==> config.mk <==
export PLATFORM = sky130hd
export DESIGN_NAME = cdr_frame_ctrl
export DESIGN_NICKNAME = d
export VERILOG_FILES = /design/src/rtl/cdr_pkg.sv /design/src/rtl/cdr_frame_ctrl_deser.sv /design/src/rtl/cdr_frame_ctrl.sv
export SDC_FILE = /design/constraint.sdc
export NUM_CORES = 1
export LEC_CHECK = 0
export CAP_MARGIN = 20
export CORE_AREA = 2 2 86 88
export CTS_BUF_LIST = sky130_fd_sc_hd__clkbuf_16
export DETAILED_ROUTE_END_ITERATION = 8
export DIE_AREA = 0 0 88 90
export DONT_BUFFER_PORTS = 1
export GPL_TIMING_DRIVEN = 0
export PLACE_DENSITY = 0.73
export SLEW_MARGIN = 10
export SYNTH_ARGS = -nofsm -noshare
export SYNTH_HDL_FRONTEND = slang
export SYNTH_HIERARCHICAL = 1
export SYNTH_SLANG_ARGS = --single-unit
==> constraint.sdc <==
create_clock -name CLOCK_10 -period 3.1 [get_ports CLOCK_10]
set_clock_uncertainty 0.05 [all_clocks]
set_input_delay 0.155 -clock CLOCK_10 [delete_from_list [all_inputs] [get_ports CLOCK_10]]
set_output_delay 0.155 -clock CLOCK_10 [all_outputs]
set_load 0.02 [all_outputs]
==> src/rtl/cdr_pkg.sv <==
// Shared definitions for the CDR frame controller.
//   cdr_state_e    : frame sequencer states
//   SYNC_WORD_DFLT : default frame sync byte, transmitted MSB first
//   BIT_PERIOD     : nominal CLOCK_10 cycles per recovered bit from the CDR
package cdr_pkg;

  typedef enum logic [1:0] {
    HUNT    = 2'd0,
    VERIFY  = 2'd1,
    LOCKED  = 2'd2,
    CDR_RST = 2'd3
  } cdr_state_e;

  localparam logic [7:0]  SYNC_WORD_DFLT = 8'hA5;
  localparam int unsigned BIT_PERIOD     = 1000;

endpackage

==> src/rtl/cdr_frame_ctrl_deser.sv <==
// Bit deserialiser behind the CDR.
//   clk, rst    : clock, async active-high reset
//   bit_in      : recovered bit
//   bit_en      : shift strobe (already gated by the sequencer)
//   clr         : zero the shifter and bit counter this cycle; a strobe on the
//                 same cycle shifts into the cleared register
//   align       : force bit_cnt to 0 after this strobe (sync found in HUNT)
//   sr_next     : shifter contents including the current bit
//   byte_done   : strobe completes the 8th bit of a byte
module cdr_bit_deser (
  input  logic       clk,
  input  logic       rst,
  input  logic       bit_in,
  input  logic       bit_en,
  input  logic       clr,
  input  logic       align,
  output logic [7:0] sr_next,
  output logic       byte_done
);

  logic [7:0] sr_q, sr_d, sr_base;
  logic [2:0] bit_cnt_q, bit_cnt_d, cnt_base;

  // Separate continuous assigns keep sr_next/byte_done independent of align,
  // so the sequencer can derive align from sr_next without a comb loop.
  assign sr_base   = clr ? 8'd0 : sr_q;
  assign cnt_base  = clr ? 3'd0 : bit_cnt_q;
  assign sr_next   = {sr_base[6:0], bit_in};
  assign byte_done = bit_en && (cnt_base == 3'd7);

  always_comb begin
    sr_d      = sr_base;
    bit_cnt_d = cnt_base;
    if (bit_en) begin
      sr_d      = sr_next;
      bit_cnt_d = align ? 3'd0 : cnt_base + 3'd1;
    end
  end

  always_ff @(posedge clk or posedge rst) begin
    if (rst) begin
      sr_q      <= '0;
      bit_cnt_q <= '0;
    end else begin
      sr_q      <= sr_d;
      bit_cnt_q <= bit_cnt_d;
    end
  end

endmodule

==> src/rtl/cdr_frame_ctrl.sv <==
// Frame sequencer behind the oversampling CDR: hunts for the sync byte,
// verifies alignment over VERIFY_CNT frames, emits payload bytes while locked,
// flywheels through isolated bad syncs and pulses cdr_reset if HUNT times out.
//   CLOCK_10, reset : clock, async active-high reset
//   bit_in, bit_en  : recovered bit and its one-cycle strobe
//   cdr_reset       : CDR restart request, high CDR_RST_LEN cycles
//   byte_out        : payload byte (MSB = first bit), qualified by byte_valid
//   frame_start     : with byte_valid on the first payload byte of a frame
//   locked          : sequencer is in LOCKED
//   sync_err_cnt    : saturating count of bad syncs in VERIFY/LOCKED
module cdr_frame_ctrl
  import cdr_pkg::*;
#(
  parameter logic [7:0]  SYNC_WORD      = SYNC_WORD_DFLT,
  parameter int unsigned PAYLOAD_BYTES  = 4,
  parameter int unsigned VERIFY_CNT     = 3,
  parameter int unsigned LOSS_CNT       = 2,
  parameter int unsigned RESYNC_TIMEOUT = 200000,
  parameter int unsigned CDR_RST_LEN    = 16
) (
  input  logic        CLOCK_10,
  input  logic        reset,
  input  logic        bit_in,
  input  logic        bit_en,
  output logic        cdr_reset,
  output logic [7:0]  byte_out,
  output logic        byte_valid,
  output logic        frame_start,
  output logic        locked,
  output logic [15:0] sync_err_cnt
);

  localparam int BCW = $clog2(PAYLOAD_BYTES + 1);
  localparam int GW  = $clog2(VERIFY_CNT + 1);
  localparam int MW  = $clog2(LOSS_CNT + 1);
  localparam int WDW = $clog2(RESYNC_TIMEOUT + 1);
  localparam int RW  = $clog2(CDR_RST_LEN + 1);

  localparam logic [BCW-1:0] PB_LAST   = BCW'(PAYLOAD_BYTES);
  localparam logic [BCW-1:0] BC_ONE    = BCW'(1);
  localparam logic [GW-1:0]  GOOD_LOCK = GW'(VERIFY_CNT);
  localparam logic [GW-1:0]  G_ONE     = GW'(1);
  localparam logic [MW-1:0]  MISS_DROP = MW'(LOSS_CNT);
  localparam logic [MW-1:0]  M_ONE     = MW'(1);
  localparam logic [WDW-1:0] WD_LAST   = WDW'(RESYNC_TIMEOUT - 1);
  localparam logic [WDW-1:0] WD_ONE    = WDW'(1);
  localparam logic [RW-1:0]  RST_LAST  = RW'(CDR_RST_LEN - 1);
  localparam logic [RW-1:0]  R_ONE     = RW'(1);

  cdr_state_e     state_q, state_d;
  logic [3:0]     fill_q, fill_d;
  logic [BCW-1:0] byte_cnt_q, byte_cnt_d;
  logic [GW-1:0]  good_q, good_d;
  logic [MW-1:0]  miss_q, miss_d;
  logic [WDW-1:0] wd_q, wd_d;
  logic [RW-1:0]  rst_cnt_q, rst_cnt_d;
  logic [15:0]    err_q, err_d;
  logic [7:0]     byte_out_q, byte_out_d;
  logic           byte_valid_q, byte_valid_d;
  logic           frame_start_q, frame_start_d;
  logic           locked_q, locked_d;
  logic           cdr_reset_q, cdr_reset_d;

  logic [7:0] sr_next;
  logic       byte_done, sync_ok, align, err_inc;
  logic       wd_fire, rst_last, des_en, des_clr;

  assign wd_fire  = (state_q == HUNT) && (wd_q == WD_LAST);
  assign rst_last = (state_q == CDR_RST) && (rst_cnt_q == RST_LAST);
  // CDR_RST ignores bits except on its last cycle, where the new HUNT state
  // takes the bit into a freshly cleared shifter. A timeout drops the bit.
  assign des_en   = bit_en && ((state_q == CDR_RST) ? rst_last : !wd_fire);
  assign des_clr  = (state_q == CDR_RST);
  assign sync_ok  = (sr_next == SYNC_WORD);

  cdr_bit_deser u_deser (
    .clk       (CLOCK_10),
    .rst       (reset),
    .bit_in    (bit_in),
    .bit_en    (des_en),
    .clr       (des_clr),
    .align     (align),
    .sr_next   (sr_next),
    .byte_done (byte_done)
  );

  always_comb begin
    state_d       = state_q;
    fill_d        = fill_q;
    byte_cnt_d    = byte_cnt_q;
    good_d        = good_q;
    miss_d        = miss_q;
    rst_cnt_d     = '0;
    err_inc       = 1'b0;
    align         = 1'b0;
    byte_out_d    = byte_out_q;
    byte_valid_d  = 1'b0;
    frame_start_d = 1'b0;

    unique case (state_q)
      HUNT: begin
        if (wd_fire) begin
          state_d = CDR_RST;
        end else if (bit_en) begin
          if ((fill_q >= 4'd7) && sync_ok) begin
            // This bit completes the sync byte: payload byte 1 starts next.
            align      = 1'b1;
            byte_cnt_d = BC_ONE;
            good_d     = G_ONE;
            miss_d     = '0;
            fill_d     = '0;
            state_d    = (VERIFY_CNT == 1) ? LOCKED : VERIFY;
          end else if (fill_q != 4'd8) begin
            fill_d = fill_q + 4'd1;
          end
        end
      end

      VERIFY, LOCKED: begin
        if (byte_done) begin
          if (byte_cnt_q == '0) begin
            byte_cnt_d = BC_ONE;
            if (sync_ok) begin
              miss_d = '0;
              if (state_q == VERIFY) begin
                good_d = good_q + G_ONE;
                if (good_q + G_ONE == GOOD_LOCK) state_d = LOCKED;
              end
            end else begin
              err_inc = 1'b1;
              if (state_q == VERIFY) begin
                state_d = HUNT;
                fill_d  = '0;
              end else begin
                miss_d = miss_q + M_ONE;
                if (miss_q + M_ONE == MISS_DROP) begin
                  state_d = HUNT;
                  fill_d  = '0;
                end
              end
            end
          end else begin
            byte_cnt_d = (byte_cnt_q == PB_LAST) ? '0 : byte_cnt_q + BC_ONE;
            if (state_q == LOCKED) begin
              byte_valid_d  = 1'b1;
              frame_start_d = (byte_cnt_q == BC_ONE);
              byte_out_d    = sr_next;
            end
          end
        end
      end

      CDR_RST: begin
        fill_d = '0;
        if (rst_last) begin
          state_d = HUNT;
          fill_d  = bit_en ? 4'd1 : 4'd0;
        end else begin
          rst_cnt_d = rst_cnt_q + R_ONE;
        end
      end

      default: state_d = HUNT;
    endcase

    // Watchdog runs only while staying in HUNT, so every entry starts at 0.
    wd_d        = ((state_q == HUNT) && (state_d == HUNT)) ? wd_q + WD_ONE : '0;
    err_d       = (err_inc && (err_q != 16'hFFFF)) ? err_q + 16'd1 : err_q;
    locked_d    = (state_d == LOCKED);
    cdr_reset_d = (state_d == CDR_RST);
  end

  always_ff @(posedge CLOCK_10 or posedge reset) begin
    if (reset) begin
      state_q       <= HUNT;
      fill_q        <= '0;
      byte_cnt_q    <= '0;
      good_q        <= '0;
      miss_q        <= '0;
      wd_q          <= '0;
      rst_cnt_q     <= '0;
      err_q         <= '0;
      byte_out_q    <= '0;
      byte_valid_q  <= 1'b0;
      frame_start_q <= 1'b0;
      locked_q      <= 1'b0;
      cdr_reset_q   <= 1'b0;
    end else begin
      state_q       <= state_d;
      fill_q        <= fill_d;
      byte_cnt_q    <= byte_cnt_d;
      good_q        <= good_d;
      miss_q        <= miss_d;
      wd_q          <= wd_d;
      rst_cnt_q     <= rst_cnt_d;
      err_q         <= err_d;
      byte_out_q    <= byte_out_d;
      byte_valid_q  <= byte_valid_d;
      frame_start_q <= frame_start_d;
      locked_q      <= locked_d;
      cdr_reset_q   <= cdr_reset_d;
    end
  end

  assign cdr_reset    = cdr_reset_q;
  assign byte_out     = byte_out_q;
  assign byte_valid   = byte_valid_q;
  assign frame_start  = frame_start_q;
  assign locked       = locked_q;
  assign sync_err_cnt = err_q;

endmodule

# Yosys cells after proc, flatten, opt, wreduce, memory -nomap -nowiden
# Index checks and enable logic that the tools add are counted.
# totals
reg_bits	74
inputBits	4
output_inout_bits	28
# classes
n_addsub	8
magnitude_cmp	1
n_eq_ne	26
n_mux	72
bitwise_logic	1
reduce_logical	18
# op_table
op	n
two-way mux 2 bit	25
two-way mux 4 bit	9
two-way mux 3 bit	9
two-way mux 1 bit	19
adder 18 x 1 -> 18 bit, second input constant	1
equality test 18 bit, second input constant	1
two-way mux 18 bit	1
adder 16 x 1 -> 16 bit, second input constant	1
inequality test 16 bit, second input constant	1
two-way mux 7 bit	2
inequality test 2 bit, second input constant	7
AND reduction 7 bit	2
equality test 2 bit, second input constant	6
case mux 4 bit (3 select lines)	1
two-way mux 5 bit	2
equality test 8 bit, second input constant	1
case mux 2 bit (2 select lines)	2
AND reduction 8 bit	1
logical AND 1 bit	7
adder 3 x 1 -> 3 bit, second input constant	2
equality test 3 bit, second input constant	2
inequality test 3 bit, second input constant	2
case mux 2 bit (3 select lines)	1
case mux 3 bit (2 select lines)	1
18 further kinds	20

# Depth between registers and ports, before layout
# Gate-level depths: netlist of run 1.
# logic_depth
word_depth	11
depth_mapped	14
ltp_nobuf	11

# By module
# The synthesis of run 1 kept the hierarchy.
# by_module_without_submodules
module	n_inst	cells_per_inst	area_per_inst_um2
cdr_frame_ctrl	1	317	3323.2
cdr_bit_deser	1	45	520.5

# Worst setup path before layout of run 1
# OpenSTA, ideal clock, no wires.
# synth_timing
path_type	register -> register
startpoint	register state_q[1]
endpoint	register good_q[0]
setup_time_ns	0.125
t_arrival_ns	3.003
required_time_ns	2.925
path_slack_ns	-0.078
path_stages_with_launch	14
synth_period_minus_slack_ns	3.178
path_cell_list	dfrtp_1 inv_1 ha_1 clkbuf_1 nand3_1 or4_1 buf_2 o311a_1 buf_6 and2_1 a2bb2oi_1 o21ai_4 or4_4 mux2_4
# synth_between
elab_chain_cells	8
elab_cells_between_ends	26
cone_classes	12 x eq/ne; 4 x mux; 10 x reduce/logical
# synth_lines
element	line	text
start: declaration	cdr_frame_ctrl.sv:50	cdr_state_e state_q, state_d;
start signal: assignment	cdr_frame_ctrl.sv:189	state_q <= state_d;
logical NOT 2 bit	cdr_frame_ctrl.sv:68	assign wd_fire = (state_q == HUNT) && (wd_q == WD_LAST);
logical AND 1 bit	cdr_frame_ctrl.sv:68	
logical NOT 1 bit	cdr_frame_ctrl.sv:72	assign des_en = bit_en && ((state_q == CDR_RST) ? rst_last : !wd_fire);
two-way mux 1 bit *	cdr_frame_ctrl.sv:72	
logical AND 1 bit *	cdr_frame_ctrl.sv:72	
named net des_en	cdr_frame_ctrl.sv:66	logic wd_fire, rst_last, des_en, des_clr;
logical AND 1 bit *	cdr_frame_ctrl_deser.sv:29	assign byte_done = bit_en && (cnt_base == 3'd7);
named net byte_done	cdr_frame_ctrl.sv:65	logic byte_done, sync_ok, align, err_inc;
inequality test 2 bit (no line) *	-	
AND reduction 8 bit (no line) *	-	
end signal: assignment	cdr_frame_ctrl.sv:192	good_q <= good_d;
end: declaration	cdr_frame_ctrl.sv:53	logic [GW-1:0] good_q, good_d;
# The timed path passes the listed nets; every way through them passes the cells marked *.
# A chain may end at the register's enable or synchronous reset.

# Worst setup path after layout of run 1
# layout_timing
startpoint	register state_q[1]
endpoint	register good_q[1]
# layout_between
elab_cells_between_ends	26
cone_classes	12 x eq/ne; 4 x mux; 10 x reduce/logical
# layout_lines
element	line	text
equality test 2 bit *	cdr_frame_ctrl.sv:73	assign des_clr = (state_q == CDR_RST);
named net des_clr	cdr_frame_ctrl.sv:66	
two-way mux 7 bit *	cdr_frame_ctrl_deser.sv:26	assign sr_base = clr ? 8'd0 : sr_q;
named net sr_next[3]	cdr_frame_ctrl.sv:64	logic [7:0] sr_next;
equality test 8 bit *	cdr_frame_ctrl.sv:74	assign sync_ok = (sr_next == SYNC_WORD);
logical AND 1 bit	cdr_frame_ctrl.sv:105	if ((fill_q >= 4'd7) && sync_ok) begin
inequality test 2 x 1 -> 1 bit (no line)	-	
AND reduction 8 bit (no line) *	-	
# Marked as above.

==> results of run 1 <==
-- layout by cell type, fill, tap and decap left out, types with 4 or more instances in the layout --
| cell type | instances |
|---|---|
| nand4_1 | 11 |
| nand2_1 | 20 |
| and4_1 | 4 |
| o21ai_0 | 4 |
| nor4_1 | 6 |
| nor2b_1 | 10 |
| buf_4 | 19 |
| ha_1 | 16 |
| mux2i_1 | 9 |
| a21oi_1 | 5 |
| clkbuf_16 | 9 |
| inv_1 | 17 |
| nand3_1 | 18 |
| xnor2_1 | 19 |
| nor3_1 | 10 |
| xor2_1 | 14 |
| nor2_1 | 40 |
| mux2_2 | 11 |
| dfrtp_1 | 72 |
-- cells by family (layout without fill, tap and decap cells) --
group	after synthesis	after routing	synth area share
and+or+nand+nor	147	147	0.2093
DFF	74	74	0.4818
AOI/OAI and AO/OA	37	37	0.07227
xor gates and xnor gates	33	33	0.07520
buffers and inverters	30	63	0.03548
muxes	23	23	0.06738
adders and majority gates	18	18	0.05859
-- power by group --
part | internal (mW) | switching [mW] | total (mW)
registers | 1.14 | 0.214 | 1.35
clock network | 0.786 | 0.406 | 1.19
logic | 0.411 | 0.514 | 0.925
total | 2.33 | 1.13 | 3.47
-- final cells by class --
class	instances	share of cell area
Timing Repair Buffer	20	0.03400
Multi-Input combinational cell	258	0.4277
Sequential cell	74	0.4064
Clock inverter	7	0.02550
Inverter	21	0.01892
Buffer	6	0.01097
Clock buffer	9	0.04936
Tap cell	99	0.02715
-- cell usage after synthesis (3+ instances only) --
library cell | number | area (um2)
a211o_1 | 3 | 26.28
a21oi_1 | 6 | 30.03
a22o_1 | 3 | 26.28
and2_1 | 3 | 18.77
and3_1 | 3 | 18.77
and4_1 | 4 | 35.03
clkbuf_1 | 4 | 15.01
dfrtp_1 | 74 | 1852
ha_1 | 18 | 225.2
inv_1 | 20 | 75.07
mux2_2 | 11 | 123.9
mux2_4 | 3 | 45.04
mux2i_1 | 9 | 90.09
nand2_1 | 20 | 75.07
nand3_1 | 18 | 90.09
nand4_1 | 11 | 68.82
nand4b_1 | 3 | 26.28
nor2_1 | 40 | 150.1
nor2b_1 | 10 | 62.56
nor3_1 | 10 | 50.05
nor4_1 | 6 | 37.54
o21ai_0 | 4 | 20.02
o22ai_1 | 3 | 18.77
o31ai_1 | 3 | 22.52
or4_1 | 3 | 22.52
xnor2_1 | 19 | 166.4
xor2_1 | 14 | 122.6
-- state kept, by name, indices dropped and copies added (netlist names), 2 cells and up --
signal and count:
state_q 2, good_q 2, byte_out 8, byte_cnt_q 3, sync_err_cnt 16, miss_q 2
wd_q 18, fill_q 4, u_deser/sr_q 7, rst_cnt_q 5, u_deser/bit_cnt_q 3
-- path summary, 6_finish.rpt --
| path | from | slack (ps) | cells after the start | end |
|---|---|---|---|---|
| worst max-delay path | state_q[1]$_DFF_PP0_ | 60 | 8 | good_q[1]$_DFFE_PP0P_ |
| worst min-delay path | bit_in | 40 | 2 | byte_out[0]$_DFFE_PP0P_ |
| worst max register to register | state_q[1]$_DFF_PP0_ | 60 | 8 | good_q[1]$_DFFE_PP0P_ |
| worst min register to register | rst_cnt_q[0]$_DFF_PP0_ | 440 | 1 | rst_cnt_q[0]$_DFF_PP0_ |
| max in group asynchronous | reset | 2030 | 2 | state_q[0]$_DFF_PP0_ |
| min in group asynchronous | reset | 270 | 2 | u_deser/sr_q[3]$_DFF_PP0_ |
-- through the flow --
stage	total power, mW	TNS (ps)	utilization	cell area, um2
floorplan	1.956	0	-	3845
detailed placement	2.151	-12080	0.5657	3971
global placement	2.107	-11100	0.5653	3969
finish	3.467	0	0.6500	4563
global route	3.651	-12.56	0.6500	4563
CTS	3.388	-58.94	0.6345	4454
-- routing by layer --
metal	wire, um	up-vias	track usage
met2	3951	68	0.3396
met3	371	10	0.05418
met1	3575	1393	0.2842
met4	132	0	0.09359
li1	-	1341	-
met5	0	-	0
-- worst reg2reg max path: cells and delay by family (launching register included) --
family / cells / cell delay (ps)
AOI/OAI and AO/OA: 1 / 170
adders and majority gates: 1 / 250
buffers and inverters: 1 / 230
DFF: 1 / 430
muxes: 1 / 310
and+or+nand+nor: 4 / 1490
-- timing repair --
action	4_1_cts	5_1_grt
setup endpoints to repair	41	29
pin swaps	4	7
gates cloned	0	0
hold buffers	2	0
setup buffers	10	8
endpoints found under the hold margin	75	0
resized for setup	17	14
==> impl_metrics.py, run 1 <==
metrics = {
    "status": {
        "outcome": "finished clean",
    },
    "cells_and_area": {
        "nets": 412,
        "stdcell_count": 494,
        "n_antenna_cell": 0,
        "multi_input_area_um2": 1952,
        "area_delta_synth_final_pct": 18.72,
        "seq_area_um2": 1854,
        "nFillCells": 518,
        "layout-drive-gt1-share": 0.2025,
    },
    "placement": {
        "portBuffers": 0,
        "place_hpwl_um": 5105,
        "placed_cells": 461,
        "place_ws_ps": -676.1,
        "routabilityCongestion": 0.8497,
    },
    "timing": {
        "holdWs_ps": 35.15,
        "slew_viol_final": 0,
        "worst_slack_ps": 60.76,
        "rsz0062_at_grt": "true",
        "fin_crit_sh": 0.9804,
        "finalSetupViolations": 0,
        "worst_slew_pin_slew_ps": 777.5,
        "relSlewSlack": 0.4817,
        "fmax_ghz": 0.3290,
        "finalCriticalPeriod_ps": 3039,
        "hold_viol": 0,
    },
    "global_route": {
        "grt_pass1_vias": 2828,
        "grt_pass1_wl_um": 13480,
        "grt_max_degree": 65,
        "antenna_found_initial": 0,
        "gr-total-overflow": 0,
        "grt_use_total": 0.2172,
    },
    "logic_synthesis": {
        "syn_area_um2": 3844,
        "syn_avg_cell_area_um2": 10.62,
        "synth_flop_cell": "dfrtp_1",
        "syn_inst": 362,
        "synth_nets": 384,
        "ys_types": 58,
        "ys_warn_count": 6,
        "synthArstFlopShare": 1.000,
        "synth-edff-count": 0,
        "ys_ff_latch": 74,
        "seq_area_frac_synth": 0.4818,
    },
    "worst_setup_path": {
        "crit_type": "register to register",
        "crit_slowest_cell": "or4_4",
        "cp_cell_sequence": "ha_4 -> buf_2 -> nor2b_1 -> or4b_4 -> nor2_2 -> a21oi_2 -> or4_4 -> mux2_4",
        "cp_slowest_stage_delay_ps": 580,
        "startpoint_type": "register",
        "critPathCaptureType": "register",
        "cp_num_buf_inv": 1,
        "cp_top_family": "simple AND/OR/NAND/NOR gates",
        "crit_arrival_ps": 3210,
        "crit_fanout": 13,
        "worstPathRequired_ps": 3270,
    },
    "drt": {
        "wirelength_um": 8031,
        "vias": 2812,
        "drc": 0,
        "post_drt_wl_per_cell_um": 16.26,
        "ant_nets": 0,
        "viasPerCell": 5.692,
        "initialDrtViolationCount": 189,
        "first_pass_iters": 4,
    },
    "clock_tree": {
        "clock_sinks": 74,
        "clockBufferDepth": 2,
        "cts.clk_slew.worst_paths_ps": 60,
        "cts_buffers": 9,
        "worst_skew_pair.late_latency_ps": 340,
        "clockRootBuffer": "clkbuf_16",
        "cts_tree": "done",
        "htreeDepth": 3,
    },
    "pwr": {
        "power.density_nw_per_um2": 759.8,
        "peakVddDrop_mv": 0.6368,
        "p_leak_nw": 2.083,
    },
    "floorplanning": {
        "ios": 32,
        "core_area_um2": 7020,
        "start_util": 0.5475,
        "die_w_um": 88,
        "fp.dieArea_um2": 7920,
        "rows": 31,
        "die_y_um": 90,
    },
    "run": {
        "cap_violations": 0,
    },
    "hold_path": {
        "hold_path.class": "primary input to register",
    },
}
(Power assumes the default switching activity.)
==> inputs of run 2 (changes only) <==
--- a/config.mk
+++ b/config.mk
@@ -5,11 +5,10 @@
 export SDC_FILE = /design/constraint.sdc
 export NUM_CORES = 1
 export LEC_CHECK = 0
-export CAP_MARGIN = 20
-export CORE_AREA = 2 2 86 88
+export CORE_AREA = 2 2 84 86
 export CTS_BUF_LIST = sky130_fd_sc_hd__clkbuf_16
 export DETAILED_ROUTE_END_ITERATION = 8
-export DIE_AREA = 0 0 88 90
+export DIE_AREA = 0 0 86 88
 export DONT_BUFFER_PORTS = 1
 export GPL_TIMING_DRIVEN = 0
 export PLACE_DENSITY = 0.73
==> constraint.sdc (replaced) <==
create_clock -name CLOCK_10 -period 3.6 [get_ports CLOCK_10]
set_clock_uncertainty 0.05 [all_clocks]
set_input_delay 0.18 -clock CLOCK_10 [delete_from_list [all_inputs] [get_ports CLOCK_10]]
set_output_delay 0.18 -clock CLOCK_10 [all_outputs]
set_load 0.02 [all_outputs]
==> impl_metrics.py, run 2 (synthesis results as in run 1) <==
metrics = {
    "floorplanning": {
        "die_w_um": 86,
        "ios": 32,
        "start_util": 0.5785,
        "die_y_um": 88,
        "rows": 30,
        "core_area_um2": 6644,
        "fp.dieArea_um2": 7568,
    },
    "cells_and_area": {
        "regMostFlops": "wd_q",
        "n_antenna_cell": 0,
        "area_delta_synth_final_pct": 12.43,
        "largest_reg_flops": 18,
        "final_cell_mix": "dfrtp_1 (74), nor2_1 (40), nand2_1 (20)",
        "layout_commonest_cell": "dfrtp_1",
        "layout-drive-gt1-share": 0.1346,
        "stdcell_count": 459,
        "nets": 396,
    },
    "timing": {
        "worst_slew_pin_slew_ps": 787.3,
        "finalSetupViolations": 0,
        "rsz0062_at_grt": "false",
        "fin_crit_sh": 0.9547,
        "holdWs_ps": 48.34,
        "worst_slack_ps": 163.2,
        "slew_viol_final": 0,
        "relSlewSlack": 0.4751,
        "fmax_ghz": 0.2910,
        "finalCriticalPeriod_ps": 3437,
        "hold_viol": 0,
    },
    "clock_tree": {
        "cts_tree": "done",
        "clockRootBuffer": "clkbuf_16",
        "clockBufferDepth": 2,
        "cts_buffers": 9,
        "worst_skew_pair.late_latency_ps": 340,
        "cts.clk_slew.worst_paths_ps": 60,
        "post_cts_buffers": 0,
        "htreeDepth": 3,
        "clock_sinks": 74,
    },
    "pwr": {
        "p_leak_nw": 1.978,
        "total_power_mw": 2.841,
        "power.density_nw_per_um2": 657.3,
        "peakVddDrop_mv": 0.4509,
    },
    "hold_path": {
        "hold_path.class": "primary input to register",
    },
    "drt": {
        "wirelength_um": 7673,
        "first_pass_iters": 4,
        "vias": 2742,
        "post_drt_wl_per_cell_um": 16.72,
        "ant_nets": 0,
        "drc": 0,
        "viasPerCell": 5.974,
        "initialDrtViolationCount": 181,
    },
    "worst_setup_path": {
        "crit_arrival_ps": 3600,
        "cp_cell_sequence": "ha_1 -> buf_2 -> nor2b_1 -> or4b_4 -> nor2_2 -> a21oi_1 -> or4_4 -> mux2_4",
        "crit_slowest_cell": "or4_4",
        "crit_fanout": 13,
        "cp_num_buf_inv": 1,
        "critPathCaptureType": "register",
        "worstPathRequired_ps": 3770,
        "startpoint_type": "register",
        "cp_slowest_stage_delay_ps": 600,
        "crit_type": "register to register",
        "cp_top_family": "simple AND/OR/NAND/NOR gates",
    },
    "placement": {
        "portBuffers": 0,
        "place_ws_ps": -306.5,
        "place_hpwl_um": 5064,
        "placed_cells": 442,
        "routabilityCongestion": 0.8350,
    },
    "run": {
        "cap_violations": 0,
    },
    "global_route": {
        "antenna_found_initial": 0,
        "grt_use_total": 0.2151,
        "grt_max_degree": 65,
        "grt_pass1_vias": 2710,
        "gr-total-overflow": 0,
        "grt_pass1_wl_um": 12720,
    },
    "status": {
        "outcome": "finished clean",
    },
}
## run 2: cell types whose count changed in the layout (fill, tap and decap cells not counted), sizes merged
cell,change
buf,-17
bufinv,-1
clkbuf,+1
clkinv,-2
clkinvlp,+1
inv,+2
## run 2: area by class of cell
| type | count | area, um2 |
|---|---|---|
| tap | 80 | 100.1 |
| sequential | 74 | 1852 |
| buffer | 8 | 52.55 |
| inverter | 21 | 83.83 |
| clock buffer | 9 | 225.2 |
| timing repair buffer | 2 | 20.02 |
| fill | 511 | 2322 |
| multi-input combinational | 258 | 1889 |
| clock inverter | 7 | 98.84 |
## run 2: stage by stage
stage	cell area, um2	TNS (ps)	util
2_1_floorplan	3844	0	-
3_3_place_gp	3944	-1041	0.5936
5_1_grt	4322	0	0.6505
3_5_place_dp	3946	-1865	0.5940
4_1_cts	4293	0	0.6461
6_report	4322	0	0.6505
## run 2: final timing paths
check | depth (start not counted) | startpoint | slack, ps | end
max | 8 | state_q[0]$_DFF_PP0_ | 160 | good_q[1]$_DFFE_PP0P_
min | 2 | bit_in | 50 | byte_out[0]$_DFFE_PP0P_
max reg2reg | 8 | state_q[0]$_DFF_PP0_ | 160 | good_q[1]$_DFFE_PP0P_
min reg2reg | 1 | rst_cnt_q[0]$_DFF_PP0_ | 410 | rst_cnt_q[0]$_DFF_PP0_
max in group asynchronous | 2 | reset | 2520 | byte_out[4]$_DFFE_PP0P_
min in group asynchronous | 2 | reset | 310 | u_deser/sr_q[5]$_DFF_PP0_
## run 2: what timing repair did
action,in CTS,in global routing
hold buffers,2,0
setup endpoints to repair,10,15
resized for setup,2,6
hold endpoints to repair,75,0
## run 2: power breakdown
part | switching (mW) | total [mW] | internal [mW] | leakage, nW
sequential | 0.179 | 1.16 | 0.977 | 0.983
combinational | 0.405 | 0.704 | 0.299 | 0.838
clock | 0.368 | 0.981 | 0.613 | 0.157
total | 0.952 | 2.84 | 1.89 | 1.98
## run 2: per-layer routing
metal	vias up	GRT usage	share of wire
li1	1313	-	-
met1	1356	0.2807	0.47
met2	67	0.3495	0.47
met3	6	0.06598	0.050
met4	0	0.06061	0.0085
met5	-	0	0
